### src/rtl/timer.sv
// Programmable down-counting timer with selectable prescaler, periodic reload
// and a registered one-cycle expiry interrupt.
module timer (
    input  logic       clk,
    input  logic [7:0] ctrl,
    input  logic [7:0] set,
    output logic [7:0] read,
    output logic       irq,
    input  logic       rst
);

    localparam int unsigned CNT_W = 8;
    localparam int unsigned PSC_W = 12;

    typedef struct packed {
        logic [2:0] rsvd;
        logic [1:0] psc_sel;
        logic       ie;
        logic       reload;
        logic       en;
    } ctrl_t;

    ctrl_t            ctrl_s;
    logic [CNT_W-1:0] count;
    logic [PSC_W-1:0] prescaler;
    logic             tick_c;
    logic             unused_ctrl;

    assign ctrl_s      = ctrl_t'(ctrl);
    assign unused_ctrl = ^ctrl_s.rsvd;
    assign read        = count;

    // Tick when the prescaler's selected low bits are all ones
    always_comb begin
        tick_c = 1'b0;
        if (ctrl_s.en) begin
            unique case (ctrl_s.psc_sel)
                2'b00:   tick_c = 1'b1;
                2'b01:   tick_c = &prescaler[3:0];
                2'b10:   tick_c = &prescaler[7:0];
                default: tick_c = &prescaler;
            endcase
        end
    end

    // Count/prescaler/irq state; disabled timer continuously preloads the period
    always_ff @(posedge clk) begin
        if (rst) begin
            count     <= CNT_W'(0);
            prescaler <= PSC_W'(0);
            irq       <= 1'b0;
        end else if (!ctrl_s.en) begin
            count     <= set;
            prescaler <= PSC_W'(0);
            irq       <= 1'b0;
        end else begin
            prescaler <= prescaler + PSC_W'(1);
            irq       <= 1'b0;
            if (tick_c) begin
                if (count > CNT_W'(1)) begin
                    count <= count - CNT_W'(1);
                end else if (count == CNT_W'(1)) begin
                    count <= ctrl_s.reload ? set : CNT_W'(0);
                    irq   <= ctrl_s.ie;
                end
            end
        end
    end

endmodule

### config.mk
export PLATFORM = sky130hd
export DESIGN_NAME = timer
export DESIGN_NICKNAME = d
export VERILOG_FILES = /design/src/rtl/timer.sv
export SDC_FILE = /design/constraint.sdc
export NUM_CORES = 1
export LEC_CHECK = 0
export CAP_MARGIN = 15
export CORE_MARGIN = 5
export CORE_UTILIZATION = 46
export DETAILED_ROUTE_END_ITERATION = 8
export DONT_BUFFER_PORTS = 1
export SETUP_SLACK_MARGIN = 0.02
export SLEW_MARGIN = 40
export SYNTH_ARGS = -nofsm -noshare
export SYNTH_HDL_FRONTEND = slang
export SYNTH_SLANG_ARGS = --single-unit
### constraint.sdc
create_clock -name clk -period 2.8 [get_ports clk]
set_input_delay 0.84 -clock clk [delete_from_list [all_inputs] [get_ports clk]]
set_output_delay 0.84 -clock clk [all_outputs]
set_load 0.02 [all_outputs]
==> qor.yml <==
status: "finished clean"
power.static_leakage_nw: 0.421
utilization: 0.514
synth_mux_area_frac: 0.00905
diodes: 0
grt_use_met3: 0.0479
ys_top_cells_by_area: "dfxtp_1 38%, nor2_1 7.5%, xnor2_1 4.8%"
timing.slew.headroom: 0.674
synth_nets: 157
grt_max_degree: 14
synth-simple-area-share: 0.294
htreeDepth: 1
synth_top_area_frac: 0.380
drc: 0
synth_cell_types: 35
clockPowerShare: 0.231
fin_area_sq_um: 1160
firstDrtPassIters: 4
gr-usage-met1: 0.215
viasPerCell: 5.88
tightest_slew_ps: 489
critPathMaxFanout: 7
routed_wl_um: 2540
finalCriticalPeriod_ps: 2250
yosysSeqAreaShare: 0.380
avgSynthCellArea_sq_um: 8.13
hold_violations: 0
clkSlewWorstSetupHoldPaths_ps: 130
die_width_um: 59.0
synthXorXnorAreaFrac: 0.0871
crit_type: "reg -> reg"
fp.dieArea_sq_um: 3490
cts_buffers: 3
fmax_mhz: 444
cts_setup_buffers: 0
cp.arrival_ps: 2500
seqPwrFrac: 0.530
worstHoldPathType: "reg -> reg"
cts_buffer_depth: 2
hpwl_um: 1840
synth_top_family_by_area: "simple AND/OR/NAND/NOR gates"
wl_per_cell_um: 15.4
tns_ps: 0
grt_usage: 0.154
netlist_instances: 136
synth_compound_area_frac: 0.170
worst_clock_skew_ps: 7.06
synth-seq-cells: 21
switching_share: 0.347
clock_sinks: 21
required_ps: 3040
ios: 27
postRouteAntennaNets: 0
busiest_layer: "met1"
start_kind: "flip-flop"
vias: 970
first_iter_violations: 60
drive_gt1_frac: 0.0657
cts_root_buf: "clkbuf_4"
synthAdderAreaFrac: 0.0339
cts_resized: 0
hold_buffers: 0
grt_setup_unrepaired: "false"
placed_cell_area_sq_um: 1130
synthToLayoutAreaGrowth_pct: 4.75
grt-ovfl-total: 0
insertion_delay_ps: 320
peakVddDrop_uv: 305
netSwitchingPower_uw: 234
p_comb_frac: 0.240
antenna_found_initial: 0
routabilityCongestion: 0.823
p_int_uw: 439
grt_pass1_vias: 914
die_height_um: 59.0
setup_violations: 0
fp.coreArea_sq_um: 2250
cp-end-kind: "flip-flop"
port_buffers: 0
row_count: 17
yosys_warnings: 0
cts_tree: "done"
synth_top_area_cell: "dfxtp_1"
use_met2: 0.210
syn_area_sq_um: 1110
slew_violations: 0
grt_pass1_wl_um: 4150
fin_nets: 159
start_util: 0.491
maxCapViolCount: 0
p_per_area_nw_per_um2: 581
fin_crit_sh: 0.805
==> synthesized netlist by cell type <==
cell type / n
or4b_4: 1
o22ai_1: 3
nor2_1: 22
o2bb2ai_1: 1
mux2i_1: 1
o2111ai_1: 1
nor3_1: 4
inv_1: 3
nand2b_1: 2
o211ai_1: 2
and3_1: 4
or2_2: 1
a22o_1: 1
a21oi_1: 10
nor3b_2: 1
nand2_1: 10
o21ai_0: 3
nand3b_1: 3
nor4_1: 2
or2_1: 1
nand3_1: 7
a211oi_1: 3
xor2_1: 5
o21ai_1: 3
and2_1: 2
a221o_1: 1
clkbuf_1: 2
a311oi_2: 1
nor2b_1: 1
ha_1: 3
or3_1: 2
xnor2_1: 6
buf_2: 2
or4_1: 1
dfxtp_1: 21
==> critical path: stages (launching register included) <==
cell and delay (ps):
dfxtp_1 580, inv_1 150, ha_1 320, o211ai_1 320, nand2_1 250, a221o_1 380, a311oi_2 180
==> stage by stage <==
stage / total power [mW] / cells / hold slack (ps) / setup WS [ps]
2_1_floorplan: 0.493 / 136 / 413 / 774
3_3_place_gp: 0.520 / 161 / 428 / 594
3_5_place_dp: 0.522 / 161 / 437 / 584
4_1_cts: 0.678 / 165 / 455 / 543
5_1_grt: 0.717 / 165 / 484 / 405
6_report: 0.673 / 165 / 453 / 546
==> path summary, 6_finish.rpt <==
check / start / end / slack [ps] / cells after the start
max: read[0] / read[0] / 550 / 6
min: prescaler[0] / prescaler[0] / 450 / 1
max reg2reg: read[0] / read[0] / 550 / 6
min reg2reg: prescaler[0] / prescaler[0] / 450 / 1
==> cells by family (layout without fill, tap and decap cells) <==
group,after synthesis,after routing
AO/OA/AOI/OAI,29,29
XOR/XNOR,11,11
adder cells (fa/ha/maj),3,3
buffers and inverters,7,8
flip-flops,21,21
multiplexers,1,1
AND/OR/NAND/NOR,64,64
==> layout by cell type (no fill, tap or decap), types with 4 or more instances in the layout <==
cell and n:
dfxtp_1 21, xor2_1 5, and3_1 4, xnor2_1 6, nor3_1 4, nand2_1 10, a21oi_1 10, nor2_1 22
nand3_1 7
==> power by group through the flow <==
stage / logic [mW] / registers (mW) / clock network (mW)
floorplan: 0.137 / 0.356 / 0
global placement: 0.157 / 0.363 / 0
detailed placement: 0.159 / 0.364 / 0
CTS: 0.161 / 0.357 / 0.161
global route: 0.179 / 0.361 / 0.178
finish: 0.161 / 0.356 / 0.155
==> final cells by class <==
class                           count  area [sq um]
Fill cell                         229          1100
Inverter                            3          11.3
Timing Repair Buffer                1          7.51
Clock buffer                        3          22.5
Multi-Input combinational cell    108           657
Sequential cell                    21           420
Tap cell                           28          35.0
Clock inverter                      1          5.00
==> per-layer routing <==
| layer | vias to the layer above | part of all wire |
|---|---|---|
| met5 | - | 0 |
| met4 | 0 | 0.018 |
| met3 | 5 | 0.080 |
| met2 | 34 | 0.42 |
| met1 | 448 | 0.48 |
| li1 | 483 | - |
==> state kept, by name, summed over array words and instances (netlist names) <==
register / count
read: 8
irq: 1
prescaler: 12
(Power assumes the default switching activity.)
